<file path="config.mk">
export PLATFORM = sky130hd
export DESIGN_NAME = accum_feeder
export DESIGN_NICKNAME = d
export VERILOG_FILES = /design/src/rtl/accum_feeder_pkg.sv /design/src/rtl/accum_step_sel.sv /design/src/rtl/accum_feeder.sv
export SDC_FILE = /design/constraint.sdc
export NUM_CORES = 1
export LEC_CHECK = 0
export BUFFER_PORTS_ARGS = -buffer_cell sky130_fd_sc_hd__buf_2
export CORE_ASPECT_RATIO = 0.8
export CORE_MARGIN = 2
export CORE_UTILIZATION = 55
export CTS_CLUSTER_DIAMETER = 200
export DETAILED_ROUTE_END_ITERATION = 7
export PLACE_DENSITY = 0.74
export SLEW_MARGIN = 20
export SYNTH_ARGS = -nofsm -noshare
export SYNTH_HDL_FRONTEND = slang
export SYNTH_HIERARCHICAL = 1
export SYNTH_SLANG_ARGS = --single-unit
export TNS_END_PERCENT = 20
</file>
<file path="constraint.sdc">
create_clock -name Clk -period 15.8 [get_ports Clk]
set_clock_uncertainty 0.15 [all_clocks]
set_input_delay 3.95 -clock Clk [delete_from_list [all_inputs] [get_ports Clk]]
set_output_delay 3.95 -clock Clk [all_outputs]
set_load 0.03 [all_outputs]
</file>
<file path="src/rtl/accum_feeder_pkg.sv">
// Shared definitions for the accumulator feeder: state encoding and bench clock period.
package accum_feeder_pkg;

  localparam int unsigned CLK_PERIOD = 10;

  localparam int unsigned STATE_W = 2;

  localparam logic [STATE_W-1:0] S_IDLE   = 2'd0;
  localparam logic [STATE_W-1:0] S_FEED   = 2'd1;
  localparam logic [STATE_W-1:0] S_SETTLE = 2'd2;
  localparam logic [STATE_W-1:0] S_CHECK  = 2'd3;

endpackage

</file>
<file path="src/rtl/accum_step_sel.sv">
// Chunk selector: min(remaining, step) with the step zero-extended to the data width.
module accum_step_sel #(
  parameter int unsigned DATA_WIDTH = 32,
  parameter int unsigned STEP_WIDTH = 6
) (
  input  logic [DATA_WIDTH-1:0] i_remaining,
  input  logic [STEP_WIDTH-1:0] i_step,
  output logic [DATA_WIDTH-1:0] o_chunk_c
);

  logic [DATA_WIDTH-1:0] w_step_ext;

  assign w_step_ext = DATA_WIDTH'(i_step);
  assign o_chunk_c  = (i_remaining < w_step_ext) ? i_remaining : w_step_ext;

endmodule

</file>
<file path="src/rtl/accum_feeder.sv">
// Drives the accumulator with a burst of bounded addends totalling a requested amount,
// then checks the accumulator sum against base + total.
module accum_feeder
  import accum_feeder_pkg::*;
#(
  parameter int unsigned DATA_WIDTH = 32,
  parameter int unsigned STEP_WIDTH = 6
) (
  input  logic                  Clk,
  input  logic                  Rst,
  input  logic                  start,
  input  logic [DATA_WIDTH-1:0] total,
  input  logic [STEP_WIDTH-1:0] step_max,
  input  logic [DATA_WIDTH-1:0] sum,
  output logic [DATA_WIDTH-1:0] addend,
  output logic                  Add,
  output logic                  busy,
  output logic                  done,
  output logic                  mismatch
);

  logic [STATE_W-1:0]    r_state;
  logic [DATA_WIDTH-1:0] r_remaining;
  logic [STEP_WIDTH-1:0] r_step;
  logic [DATA_WIDTH-1:0] r_base;
  logic [DATA_WIDTH-1:0] r_total;

  logic [STATE_W-1:0]    w_state_nxt;
  logic [DATA_WIDTH-1:0] w_rem_nxt;
  logic [STEP_WIDTH-1:0] w_step_nxt;
  logic [DATA_WIDTH-1:0] w_base_nxt;
  logic [DATA_WIDTH-1:0] w_total_nxt;
  logic                  w_clr_mis;
  logic                  w_chk;
  logic [DATA_WIDTH-1:0] w_chunk;

  // Chunk for the next cycle is computed from the post-edge remaining/step values.
  accum_step_sel #(
    .DATA_WIDTH(DATA_WIDTH),
    .STEP_WIDTH(STEP_WIDTH)
  ) u_step_sel (
    .i_remaining(w_rem_nxt),
    .i_step     (w_step_nxt),
    .o_chunk_c  (w_chunk)
  );

  always_ff @(posedge Clk or posedge Rst) begin
    if (Rst) begin
      r_state <= S_IDLE;
    end else begin
      r_state <= w_state_nxt;
    end
  end

  always_comb begin
    w_state_nxt = r_state;
    w_rem_nxt   = r_remaining;
    w_step_nxt  = r_step;
    w_base_nxt  = r_base;
    w_total_nxt = r_total;
    w_clr_mis   = 1'b0;
    w_chk       = 1'b0;
    case (r_state)
      S_IDLE: begin
        if (start) begin
          w_rem_nxt   = total;
          w_step_nxt  = (step_max == '0) ? STEP_WIDTH'(1) : step_max;
          w_base_nxt  = sum;
          w_total_nxt = total;
          w_clr_mis   = 1'b1;
          w_state_nxt = (total != '0) ? S_FEED : S_SETTLE;
        end
      end
      S_FEED: begin
        // addend is the chunk currently on the bus; it never exceeds remaining
        w_rem_nxt = r_remaining - addend;
        if (addend == r_remaining) begin
          w_state_nxt = S_SETTLE;
        end
      end
      S_SETTLE: begin
        w_state_nxt = S_CHECK;
      end
      S_CHECK: begin
        w_chk       = 1'b1;
        w_state_nxt = S_IDLE;
      end
      default: begin
        w_state_nxt = S_IDLE;
      end
    endcase
  end

  // Outputs are registered from the next state so they align with the state they describe.
  always_ff @(posedge Clk or posedge Rst) begin
    if (Rst) begin
      r_remaining <= '0;
      r_step      <= '0;
      r_base      <= '0;
      r_total     <= '0;
      Add         <= 1'b0;
      addend      <= '0;
      busy        <= 1'b0;
      done        <= 1'b0;
      mismatch    <= 1'b0;
    end else begin
      r_remaining <= w_rem_nxt;
      r_step      <= w_step_nxt;
      r_base      <= w_base_nxt;
      r_total     <= w_total_nxt;
      Add         <= (w_state_nxt == S_FEED);
      addend      <= (w_state_nxt == S_FEED) ? w_chunk : '0;
      busy        <= (w_state_nxt != S_IDLE);
      done        <= (w_state_nxt == S_CHECK);
      if (w_clr_mis) begin
        mismatch <= 1'b0;
      end else if (w_chk) begin
        mismatch <= (sum != (r_base + r_total));
      end
    end
  end

endmodule

</file>
==> reports/qor.txt <==
Cts repair resizes = 0
Ys flop type = dfrtp_1
Share of cells above drive strength 1 = 21.0%
WL final = 29500 microns
CTS H-Tree Depth = 4
Count of cell types in the netlist = 73
Setup TNS = 0 ns
Pwr dens = 236 nW/um^2
# rows = 44
Final ANT Viol Nets = 0
PortBufs = 108
Worst EP required = 15.97 ns
Number of global-route vias before repair = 8346
Share of the synthesized area in the top cell type = 34.6%
WL met3 = 3440 microns
Area growth syn-to-layout = 12.0%
Synth warn = 6
Worst EP arrival = 7.55 ns
Largest cells by area after synthesis = dfrtp_1 (35%), mux2_2 (8.5%), ha_1 (8.3%)
Post-synth EDFFs = 0
CP dominant cell by count = mux2_2
Crit Path Class = in2reg
Netlist Area Pre-Place = 10100 sq um
DRT Pass-1 Iters = 5
Max Cap Violations = 0
Die Ht = 125 microns
Max Freq = 136 MHz
Slowest CP cell = buf_4
Die ar. = 19500 sq um
Cell taking the most area after synthesis = dfrtp_1
Antenna cell count = 0
M1 WL = 13300 microns
Per-cell routed wire length = 20.8 microns
Hpwl dp = 22000 microns
Tmin final = 7.38 ns
Gpl congestion = 0.999
Initial antenna violation count = 0
Async set or reset register ratio after synthesis = 100%
Clk Tree Root Cell = clkbuf_16
Status = finished clean
DR vias/cell = 6.42
Clock Sink Count = 140
Path type of the worst min-delay path = reg2reg
Crit path cell chain = buf_2 -> nand2_1 -> nor2_4 -> buf_4 -> mux2_2 -> inv_1 -> ha_1 -> a211oi_1 -> and4_2 -> o311a_2 -> mux2_2 -> and2_1
Global-route wire length before repair = 45800 microns
IO Pins = 109
RSZ-0062 raised after global routing = no
CTS buffer count = 17
Final Hold Fails = 0
Register area share after synthesis = 34.6%
Clock-pin slew on the worst setup and hold paths = 0.06 ns
Highest routed layer = met4
Initial DRC count = 927
Fillers = 1581
Post-CTS setup buffer count = 0
Vias = 9104
Total grt overflow = 0
Final Power = 2.68 mW
Critical path peak fanout = 71
Post-synth top cells = dfrtp_1 (140), a21oi_1 (90), mux2_2 (76)
Leakage Power = 4.92 nW
Peak supply drop = 0.0815 mV
CTS tree = built
Setup-failing EPs final = 0
Cell count after synthesis = 1089
Final slew viol count = 0
CTS Hold Bufs = 0
WHS = 0.364 ns
Mean Syn Cell Area = 9.29 sq um
Clock Latency Late Sink = 0.43 ns
WL met2 = 11900 microns
DIE WIDTH = 156 microns
Crit path launch type = input pin
Worst slew pin tran = 0.941 ns
GRT Resource Usage Total = 30.4%
Drt drc = 0
Final Net Count = 1318
Slew HR = 37.3%
Synthesis-stage register bit count = 140
Fin crit share = 46.7%
Largest net degree at the start of global routing = 94
Largest stage delay, worst path = 0.72 ns
Most frequent cell after synthesis = dfrtp_1
CORE AREA = 18100 sq um
Endpoint class of the critical path = flip-flop
Clock buffer depth = 2
Initial Util = 56.0%
==> critical path, delay by kind of cell <==
family          cells  cell delay (ns)
fa+ha+maj           1             0.24
mux                 2             0.80
buf+inv             3             1.32
compound gates      2             0.47
simple gates        4             0.75
==> layout make-up <==
class / count / area [sq um] / area share (%)
Timing Repair Buffer: 114 / 586 / 5.17
Inverter: 58 / 223 / 1.96
Clock inverter: 14 / 158 / 1.39
Sequential cell: 140 / 3500 / 30.9
Clock buffer: 18 / 439 / 3.87
Tap cell: 230 / 288 / 2.54
Multi-Input combinational cell: 845 / 6140 / 54.2
==> stage by stage <==
step	setup WS [ns]	instances	util, %	instance area [sq um]
after floorplan	7.95	1114	-	10200
after global placement	8.11	1387	59.5	10700
after detailed placement	8.05	1387	59.5	10700
after CTS	8.50	1419	62.8	11300
after global routing	8.21	1419	62.8	11300
final	8.42	1419	62.8	11300
==> path summary, 6_finish.rpt <==
kind,endpoint,slack [ns],start,depth (start not counted)
max,addend[3]$_DFF_PP0_,8.42,start,12
min,r_base[15]$_DFFE_PP0P_,0.36,r_base[15]$_DFFE_PP0P_,1
max reg2reg,addend[3]$_DFF_PP0_,10.53,r_remaining[0]$_DFF_PP0_,18
min reg2reg,r_base[15]$_DFFE_PP0P_,0.36,r_base[15]$_DFFE_PP0P_,1
max in group asynchronous,addend[4]$_DFF_PP0_,10.79,Rst,3
min in group asynchronous,r_base[20]$_DFFE_PP0P_,3.54,Rst,2
==> per-layer routing <==
layer  up-vias  GRT usage, %
met2       524          42.3
li1       4176             -
met4         0          8.90
met5         -             0
met3        63          8.46
met1      4341          46.0
==> power by group <==
part / switching, mW / internal, mW
logic: 1.01 / 0.666
clock network: 0.172 / 0.239
registers: 0.102 / 0.489
total: 1.28 / 1.39
==> state kept, by name, indices dropped and copies added, names as in the netlist <==
register	flops
done	1
r_remaining	32
Add	1
busy	1
addend	32
r_state	2
r_base	32
r_total	32
r_step	6
mismatch	1
==> placed cells by master (no fill, tap or decap), types with 11 or more instances in the layout <==
| cell type | instances |
|---|---|
| xor2_1 | 29 |
| o21ai_0 | 42 |
| and2_1 | 34 |
| nand2_1 | 57 |
| nor2b_1 | 13 |
| a21oi_1 | 90 |
| o22a_1 | 25 |
| nor3_1 | 20 |
| nand4_1 | 28 |
| nand3_1 | 19 |
| buf_2 | 108 |
| inv_1 | 56 |
| o22ai_1 | 30 |
| nor2_1 | 52 |
| xnor2_1 | 44 |
| ha_1 | 67 |
| a21o_1 | 18 |
| conb_1 | 26 |
| clkbuf_16 | 17 |
| dfrtp_1 | 140 |
| nor4_1 | 22 |
| mux2_2 | 76 |
| a211oi_1 | 11 |
==> logic make-up (layout without fill, tap and decap cells) <==
group / Yosys count / after routing / share of synthesized area [%]
AO/OA/AOI/OAI: 311 / 311 / 20.8
XOR/XNOR: 73 / 73 / 6.32
adder cells (fa/ha/maj): 69 / 69 / 8.68
buffers and inverters: 129 / 204 / 5.82
flip-flops: 140 / 140 / 34.6
multiplexers: 78 / 78 / 8.66
other: 1 / 26 / 0.0371
AND/OR/NAND/NOR: 288 / 288 / 15.1
Power figures use the tool's default switching activity.
